===== config.mk =====
export PLATFORM = sky130hd
export DESIGN_NAME = vga_timing_gen
export DESIGN_NICKNAME = d
export VERILOG_FILES = /design/src/rtl/vga_pkg.sv /design/src/rtl/vga_pix_div.sv /design/src/rtl/vga_timing_gen.sv
export SDC_FILE = /design/constraint.sdc
export NUM_CORES = 1
export LEC_CHECK = 0
export BUFFER_PORTS_ARGS = -buffer_cell sky130_fd_sc_hd__buf_4
export CAP_MARGIN = 0
export CORE_ASPECT_RATIO = 0.6
export CORE_MARGIN = 2
export CORE_UTILIZATION = 58
export DETAILED_ROUTE_END_ITERATION = 16
export MAX_ROUTING_LAYER = met4
export PLACE_DENSITY_LB_ADDON = 0.05
export SETUP_SLACK_MARGIN = 0.4
export SLEW_MARGIN = 20
export SYNTH_ARGS = -nofsm -noshare
export SYNTH_HDL_FRONTEND = slang
export SYNTH_HIERARCHICAL = 1
export SYNTH_SLANG_ARGS = --single-unit

===== constraint.sdc =====
create_clock -name Clk -period 4.4 [get_ports Clk]
set_input_delay 0.22 -clock Clk [delete_from_list [all_inputs] [get_ports Clk]]
set_output_delay 0.22 -clock Clk [all_outputs]
set_load 0.01 [all_outputs]

===== src/rtl/vga_pkg.sv =====
// rtl/vga_pkg.sv - default 640x480@60 timing constants and shared types for the VGA raster generator
// Contents: DEF_* timing defaults (pixels / lines), coord_t (10-bit scan coordinate),
//           vphase_t (vertical phase of the frame).
package vga_pkg;

    localparam int DEF_CLK_DIV   = 2;

    localparam int DEF_H_VISIBLE = 640;
    localparam int DEF_H_FP      = 16;
    localparam int DEF_H_SYNC    = 96;
    localparam int DEF_H_BP      = 48;
    localparam int DEF_H_TOTAL   = DEF_H_VISIBLE + DEF_H_FP + DEF_H_SYNC + DEF_H_BP;

    localparam int DEF_V_VISIBLE = 480;
    localparam int DEF_V_FP      = 10;
    localparam int DEF_V_SYNC    = 2;
    localparam int DEF_V_BP      = 33;
    localparam int DEF_V_TOTAL   = DEF_V_VISIBLE + DEF_V_FP + DEF_V_SYNC + DEF_V_BP;

    typedef logic [9:0] coord_t;

    typedef enum logic [1:0] {
        VPH_ACTIVE = 2'd0,
        VPH_FRONT  = 2'd1,
        VPH_SYNC   = 2'd2,
        VPH_BACK   = 2'd3
    } vphase_t;

endpackage


===== src/rtl/vga_pix_div.sv =====
// rtl/vga_pix_div.sv - modulo-CLK_DIV divider producing the pixel strobe and pixel clock
// Ports: i_clk (system clock), i_rst_n (async active-low reset),
//        o_pix_en (one-clock strobe, high while divider = CLK_DIV-1),
//        o_pixel_clk (high for the second half of each pixel period).
module vga_pix_div #(
    parameter int CLK_DIV = 2
) (
    input  logic i_clk,
    input  logic i_rst_n,
    output logic o_pix_en,
    output logic o_pixel_clk
);

    localparam int             W      = (CLK_DIV > 2) ? $clog2(CLK_DIV) : 1;
    localparam logic [W-1:0]   C_LAST = W'(CLK_DIV - 1);
    localparam logic [W-1:0]   C_HALF = W'(CLK_DIV / 2);
    localparam logic [W-1:0]   C_ONE  = W'(1);

    logic [W-1:0] r_div;
    logic [W-1:0] w_div_nxt;
    logic         r_pix_en;
    logic         r_pixel_clk;

    always_comb begin
        w_div_nxt = (r_div == C_LAST) ? '0 : r_div + C_ONE;
    end

    // Strobe and clock are decoded from the next divider value so they line
    // up with the divider register itself rather than lagging one cycle.
    always_ff @(posedge i_clk or negedge i_rst_n) begin
        if (!i_rst_n) begin
            r_div       <= '0;
            r_pix_en    <= 1'b0;
            r_pixel_clk <= 1'b0;
        end else begin
            r_div       <= w_div_nxt;
            r_pix_en    <= (w_div_nxt == C_LAST);
            r_pixel_clk <= (w_div_nxt >= C_HALF);
        end
    end

    assign o_pix_en    = r_pix_en;
    assign o_pixel_clk = r_pixel_clk;

endmodule


===== src/rtl/vga_timing_gen.sv =====
// rtl/vga_timing_gen.sv - VGA raster timing generator (counters, syncs, blank, frame tick)
// Ports: Clk, Reset_n (async active-low); pixel_clk, pix_en from the divider;
//        hs, vs (active-low syncs); blank (1 = visible); DrawX, DrawY (raw scan counts);
//        frame_tick (one-clock pulse at start of vertical blanking, only with VGA_FRAME_TICK_EN).
module vga_timing_gen
    import vga_pkg::*;
#(
    parameter int CLK_DIV   = DEF_CLK_DIV,
    parameter int H_VISIBLE = DEF_H_VISIBLE,
    parameter int H_FP      = DEF_H_FP,
    parameter int H_SYNC    = DEF_H_SYNC,
    parameter int H_BP      = DEF_H_BP,
    parameter int V_VISIBLE = DEF_V_VISIBLE,
    parameter int V_FP      = DEF_V_FP,
    parameter int V_SYNC    = DEF_V_SYNC,
    parameter int V_BP      = DEF_V_BP
) (
    input  logic   Clk,
    input  logic   Reset_n,
    output logic   pixel_clk,
    output logic   pix_en,
    output logic   hs,
    output logic   vs,
    output logic   blank,
    output coord_t DrawX,
    output coord_t DrawY
`ifdef VGA_FRAME_TICK_EN
    ,
    output logic   frame_tick
`endif
);

    localparam int     H_TOTAL       = H_VISIBLE + H_FP + H_SYNC + H_BP;
    localparam int     V_TOTAL       = V_VISIBLE + V_FP + V_SYNC + V_BP;
    localparam coord_t C_X_LAST      = coord_t'(H_TOTAL - 1);
    localparam coord_t C_Y_LAST      = coord_t'(V_TOTAL - 1);
    localparam coord_t C_X_VIS       = coord_t'(H_VISIBLE);
    localparam coord_t C_Y_VIS       = coord_t'(V_VISIBLE);
    localparam coord_t C_HS_FIRST    = coord_t'(H_VISIBLE + H_FP);
    localparam coord_t C_HS_LAST     = coord_t'(H_VISIBLE + H_FP + H_SYNC - 1);
    localparam coord_t C_Y_ACT_LAST  = coord_t'(V_VISIBLE - 1);
    localparam coord_t C_Y_FP_LAST   = coord_t'(V_VISIBLE + V_FP - 1);
    localparam coord_t C_Y_SYNC_LAST = coord_t'(V_VISIBLE + V_FP + V_SYNC - 1);

    logic    w_pix_en;
    logic    w_pixel_clk;
    logic    w_line_wrap;
    coord_t  w_x_nxt;
    coord_t  w_y_nxt;
    vphase_t w_phase_nxt;

    coord_t  r_x;
    coord_t  r_y;
    vphase_t r_phase;
    logic    r_hs;
    logic    r_vs;
    logic    r_blank;

    vga_pix_div #(
        .CLK_DIV (CLK_DIV)
    ) u_pix_div (
        .i_clk       (Clk),
        .i_rst_n     (Reset_n),
        .o_pix_en    (w_pix_en),
        .o_pixel_clk (w_pixel_clk)
    );

    always_comb begin
        w_line_wrap = w_pix_en && (r_x == C_X_LAST);
        w_x_nxt     = r_x;
        w_y_nxt     = r_y;
        w_phase_nxt = r_phase;
        if (w_pix_en) begin
            w_x_nxt = w_line_wrap ? '0 : r_x + 10'd1;
        end
        // Vertical state only moves on the pixel that ends a line.
        if (w_line_wrap) begin
            w_y_nxt = (r_y == C_Y_LAST) ? '0 : r_y + 10'd1;
            case (r_phase)
                VPH_ACTIVE: if (r_y == C_Y_ACT_LAST)  w_phase_nxt = VPH_FRONT;
                VPH_FRONT:  if (r_y == C_Y_FP_LAST)   w_phase_nxt = VPH_SYNC;
                VPH_SYNC:   if (r_y == C_Y_SYNC_LAST) w_phase_nxt = VPH_BACK;
                VPH_BACK:   if (r_y == C_Y_LAST)      w_phase_nxt = VPH_ACTIVE;
                default:                              w_phase_nxt = VPH_ACTIVE;
            endcase
        end
    end

`ifdef VGA_FRAME_TICK_EN
    logic w_frame_start;
    logic r_frame_tick;

    assign w_frame_start = w_line_wrap && (r_phase == VPH_ACTIVE) && (r_y == C_Y_ACT_LAST);
`endif

    // Syncs and blank are decoded from the next-state counters so they change
    // on the same edge as DrawX/DrawY.
    always_ff @(posedge Clk or negedge Reset_n) begin
        if (!Reset_n) begin
            r_x          <= '0;
            r_y          <= '0;
            r_phase      <= VPH_ACTIVE;
            r_hs         <= 1'b1;
            r_vs         <= 1'b1;
            r_blank      <= 1'b1;
`ifdef VGA_FRAME_TICK_EN
            r_frame_tick <= 1'b0;
`endif
        end else begin
            r_x          <= w_x_nxt;
            r_y          <= w_y_nxt;
            r_phase      <= w_phase_nxt;
            r_hs         <= !((w_x_nxt >= C_HS_FIRST) && (w_x_nxt <= C_HS_LAST));
            r_vs         <= (w_phase_nxt != VPH_SYNC);
            r_blank      <= (w_x_nxt < C_X_VIS) && (w_y_nxt < C_Y_VIS);
`ifdef VGA_FRAME_TICK_EN
            r_frame_tick <= w_frame_start;
`endif
        end
    end

    assign pixel_clk = w_pixel_clk;
    assign pix_en    = w_pix_en;
    assign hs        = r_hs;
    assign vs        = r_vs;
    assign blank     = r_blank;
    assign DrawX     = r_x;
    assign DrawY     = r_y;
`ifdef VGA_FRAME_TICK_EN
    assign frame_tick = r_frame_tick;
`endif

endmodule


# Word level (Yosys, flattened, before mapping)

Index checks and enable logic that the tools add are counted.

Bits in registers: 27
Input bits: 2
Output and inout port bits: 25
Logic and storage cells: 41

Add/sub/neg operators: 3
Order comparisons: 5
Equal/unequal tests: 9
Mux-type cells: 11
Reduce and logical (&&, ||, !) cells: 5

Operators by type and width:

| operator                                                               | number |
|---|---|
| 10-bit 2-to-1 mux                                                      | 4 |
| 10-bit by 9-bit equality test with 1-bit output, second input constant | 3 |
| 10-bit by 1-bit adder with 10-bit output, second input constant        | 2 |
| 10-bit equality test, second input constant                            | 2 |
| 10-bit greater-or-equal comparator, second input constant              | 1 |
| 10-bit <= comparator, second input constant                            | 1 |
| 10-bit < comparator, second input constant                             | 1 |
| 10-bit by 9-bit < comparator with 1-bit output, second input constant  | 1 |
| 2-bit 2-to-1 mux                                                       | 5 |
| 2-bit one-hot mux with 4 select lines                                  | 1 |
| 2-bit equality test, second input constant                             | 2 |
| 1-bit logical AND                                                      | 3 |
| 2-bit by 1-bit equality test with 1-bit output, second input constant  | 1 |
| 2-bit logical NOT                                                      | 1 |
| 2-bit inequality test, second input constant                           | 1 |
| 1-bit adder, second input constant                                     | 1 |
| 1-bit greater-or-equal comparator, second input constant               | 1 |
| 1-bit logical NOT                                                      | 1 |
| 1-bit 2-to-1 mux                                                       | 1 |

# Longest topological paths before layout

Word-level depth: 7
Mapped depth: 7
Depth with buffers taken out: 7

# Hierarchy

Netlist, hierarchy kept.

Modules (own cells, without submodules):

| module         | times used | cells each | area an instance (um^2) | seq. area each (um^2) |
|---|---|---|---|---|
| vga_timing_gen | 1          | 147        | 1418.9                  | 629.4 |
| vga_pix_div    | 1          | 3          | 36.3                    | 25.0 |

# Worst setup path before layout

OpenSTA, ideal clock, no wires.

Kind: register to register
Start: reg r_x[0] (netlist: DrawX[0])
End: reg r_blank (netlist: blank)
Library setup time: 90 ps
Arrival time: 2113 ps
Required time: 4310 ps
Path slack: 2197 ps
Cell stages (with the launch flop): 8
Buffers on the path: 1
Period minus slack after synthesis: 2203 ps
Path through: dfrtp_1 > ha_1 > nand4b_2 > or4_4 > buf_6 > o21a_1 > o221a_1 > nor4_2

Word-level cells in the longest chain between the ends: 6
Elaborated cells on any way between the ends: 9
Classes of those cells: add/sub: 1; order compare: 2; eq/ne: 1; mux: 3; reduce/logical: 2

Ends and longest elaborated chain:

| element                                                                          | RTL line              | text |
|---|---|---|
| from (decl)                                                                      | vga_timing_gen.sv:52  | `coord_t r_x;` |
| from (signal assigned)                                                           | vga_timing_gen.sv:110 | `r_x <= w_x_nxt;` |
| branches (longest 5 deep; another with 10-bit by 1-bit adder with 10-bit output) | n/a                   |  |
| 1-bit logical AND (*)                                                            | vga_timing_gen.sv:115 | `r_blank <= (w_x_nxt < C_X_VIS) && (w_y_nxt < C_Y_VIS);` |
| to (signal assigned)                                                             | vga_timing_gen.sv:115 |  |
| to (decl)                                                                        | vga_timing_gen.sv:57  | `logic r_blank;` |

Mark *: on every way between the ends.

# Final worst setup path

Start: reg r_x[0] (netlist: DrawX[0])
End: reg r_blank (netlist: blank)

Elaborated cells on any way between the ends: 9
Classes of those cells: add/sub: 1; order compare: 2; eq/ne: 1; mux: 3; reduce/logical: 2

RTL lines:

| element                                        | RTL line              | text |
|---|---|---|
| 10-bit equality test                           | vga_timing_gen.sv:69  | `w_line_wrap = w_pix_en && (r_x == C_X_LAST);` |
| 1-bit logical AND                              | vga_timing_gen.sv:69  |  |
| 10-bit 2-to-1 mux                              | vga_timing_gen.sv:77  | `if (w_line_wrap) begin` |
| named net w_y_nxt[9]                           | vga_timing_gen.sv:49  | `coord_t w_y_nxt;` |
| 10-bit by 9-bit < comparator with 1-bit output | vga_timing_gen.sv:115 |  |
| 1-bit logical AND                              | vga_timing_gen.sv:115 |  |

The timed path passes the listed nets, and every way through them passes these cells.

==> impl_metrics.ini <==
[setup_path]
r2r-start = DrawX[0]
max_stage_delay_ns = 0.48
cp.required_ns = 4.60
crit_slowest_cell = nor4_1
end_kind = flop
r2r_end = blank
cp-start-kind = flop
path_buf_inv = 1
reg2reg_setup_slack_ns = 2.01
rr_worst_depth = 7
crit_family = simple AND/OR/NAND/NOR gates
critical_path_class = flop to flop
crit_chain = ha_1, nand4b_2, nor4_1, buf_4, o21ai_0, a22o_1, nor4_2
crit_arrival_ns = 2.59
crit_fanout = 11

[yosys]
synth-edff-count = 0
synth.avg_cell_area_um2 = 9.70
synth.distinct_cells = 47
synth_simple_gate_area_share = 0.277
synthMuxAreaShare = 0.00774
syn-instance-count = 150
synth.largest_area_cell = dfrtp_1
synthAdderAreaFrac = 0.0344
ys_ff_latch = 26
synth_fp_nets = 156
synth-seq-area-share = 0.450
ys.flop_type = dfrtp_1
synthTopCellsByCount = 23 x dfrtp_1, 12 x nand2_1, 10 x nand3_1, 10 x o21ai_0, 9 x inv_1
synth_area_um2 = 1460
synth_top_area_share = 0.396
yosysMostFrequentCell = dfrtp_1
synth_xor_area_frac = 0.0542
async_reset_ff_frac = 1.00
yosys_warnings = 6
synth_compound_area_frac = 0.127
synth_top_family_by_area = simple AND/OR/NAND/NOR gates
synthTopCellsByArea = dfrtp_1 40%, dfstp_2 5.4%, ha_1 3.4%

[sta]
hold_viol = 0
setup_ws_ns = 2.01
tns_ns = 0
period_share = 0.544
final-setup-viol-count = 0
skew_ns = 0.00740
rsz0062_at_grt = false
hold-worst-slack_ns = 0.393
finalMaxSlewViolations = 0
tightest_slew_ns = 0.657
period_minus_slack_ns = 2.39
slew_headroom = 0.558
fmax_mhz = 418

[cells_and_area]
final_area_um2 = 1720
fin_util = 0.708
fill_cells = 183
n_antenna_cell = 0
syn2layout_area_growth_pct = 18.5
nNetsFinal = 184
layout-drive-gt1-share = 0.249

[placement]
portBuffers = 26
globalplace.congestion = 0.804
pre_cts_slack_ns = 2.06
place_hpwl_um = 2400
dpl_cell_area_um2 = 1660

[clock_network]
insertion_delay_ns = 0.28
clock-root-buffer = clkbuf_8
htreeDepth = 1
cts.sinks = 26
cts_tree = done
clock_path_buffers = 2
cts.clk_slew.worst_paths_ns = 0.09
cts_buffers = 3

[floorplan]
die_h_um = 42.8
fp-row-count = 14
die_x_um = 68.7
start_util = 0.598
ioPinCount = 27
coreArea_um2 = 2430
die_area_um2 = 2940

[power]
power_density_nw_per_um2 = 232
p_leak_nw = 0.744
peakVddDrop_mv = 0.192

[global_route]
grt_overflow = 0
antenna_found_initial = 0
grt_max_degree = 27
grt_pass1_wl_um = 5300
grtUsageTotal = 0.248
grt_pass1_vias = 1125

[drt]
avgViaCountPerCell = 6.00
drc = 0
num_vias = 1254
dr.pass1.iters = 4
wirelength_um = 3270
routedWlPerCell_um = 15.6
drt_iter0_markers = 99
ant_nets = 0

[flow_run]
maxCapViolCount = 0

[outcome]
status = finished, final reports clean

[worst_hold_path]
hold_path_class = primary input to asynchronous set/reset pin
## cell families (layout without fill, tap and decap cells)
family,count (synthesis),in the layout
compound gates,29,29
xor+xnor,9,9
fa+ha+maj,4,4
buf+inv,14,41
flops,26,26
mux,1,1
simple gates,67,67
## metrics by stage
stage	std cells	total power, mW
2_1_floorplan	150	0.244
3_3_place_gp	204	0.249
3_5_place_dp	204	0.249
4_1_cts	209	0.405
5_1_grt	209	0.414
6_report	209	0.401
## layout make-up
cell class,instances,area (um^2),share of cell area
Sequential cell,26,654,0.380
Multi-Input combinational cell,110,728,0.422
Tap cell,32,40.0,0.0232
Timing Repair Buffer,28,213,0.123
Inverter,9,33.8,0.0196
Clock buffer,4,55.1,0.0319
## metal layers
layer | track usage | vias up | routed length, um
li1 | - | 602 | -
met1 | 0.387 | 607 | 1650
met2 | 0.325 | 42 | 1390
met3 | 0.0637 | 3 | 216
met4 | 0.0360 | 0 | 16
met5 | - | - | 0
## report_power, final
part | switching (mW) | internal [mW]
clock network | 0.0758 | 0.0802
registers | 0 | 0.239
logic | 0.00464 | 0.00118
## state kept, by name, summed over array words and instances (netlist names)
register	cells
DrawX	10
DrawY	10
r_phase	2
blank	1
hs	1
u_pix_div/r_div	1
vs	1
## how the worst max path moves through the flow
stage                     startpoint  endpoint  cells after the start
after global routing        DrawX[0]     blank                      7
after global placement      DrawX[0]     blank                      7
after detailed placement    DrawX[0]     blank                      7
after floorplan             DrawX[0]     blank                      7
after CTS                   DrawX[0]     blank                      7
final                       DrawX[0]     blank                      7
## cell usage in the layout, fill, tap and decap left out, drive strengths merged, types with 2 or more instances in the layout
cell type,count
o21ai,11
nor4,7
clkbuf,4
nand2,12
nand3,10
dfstp,3
ha,4
nand3b,2
xnor2,5
nand4,7
buf,27
nor2,8
dfrtp,23
a21oi,7
nor2b,2
nand2b,3
or3,5
and4,2
xor2,4
inv,9
or4,3
nor3,2
## what timing repair did
action / 4_1_cts / 5_1_grt
gates resized for setup: 0 / 0
hold buffers: 1 / 0
buffers inserted: 0 / 0
endpoints found under the hold margin: 23 / 0
(Power assumes the default switching activity.)
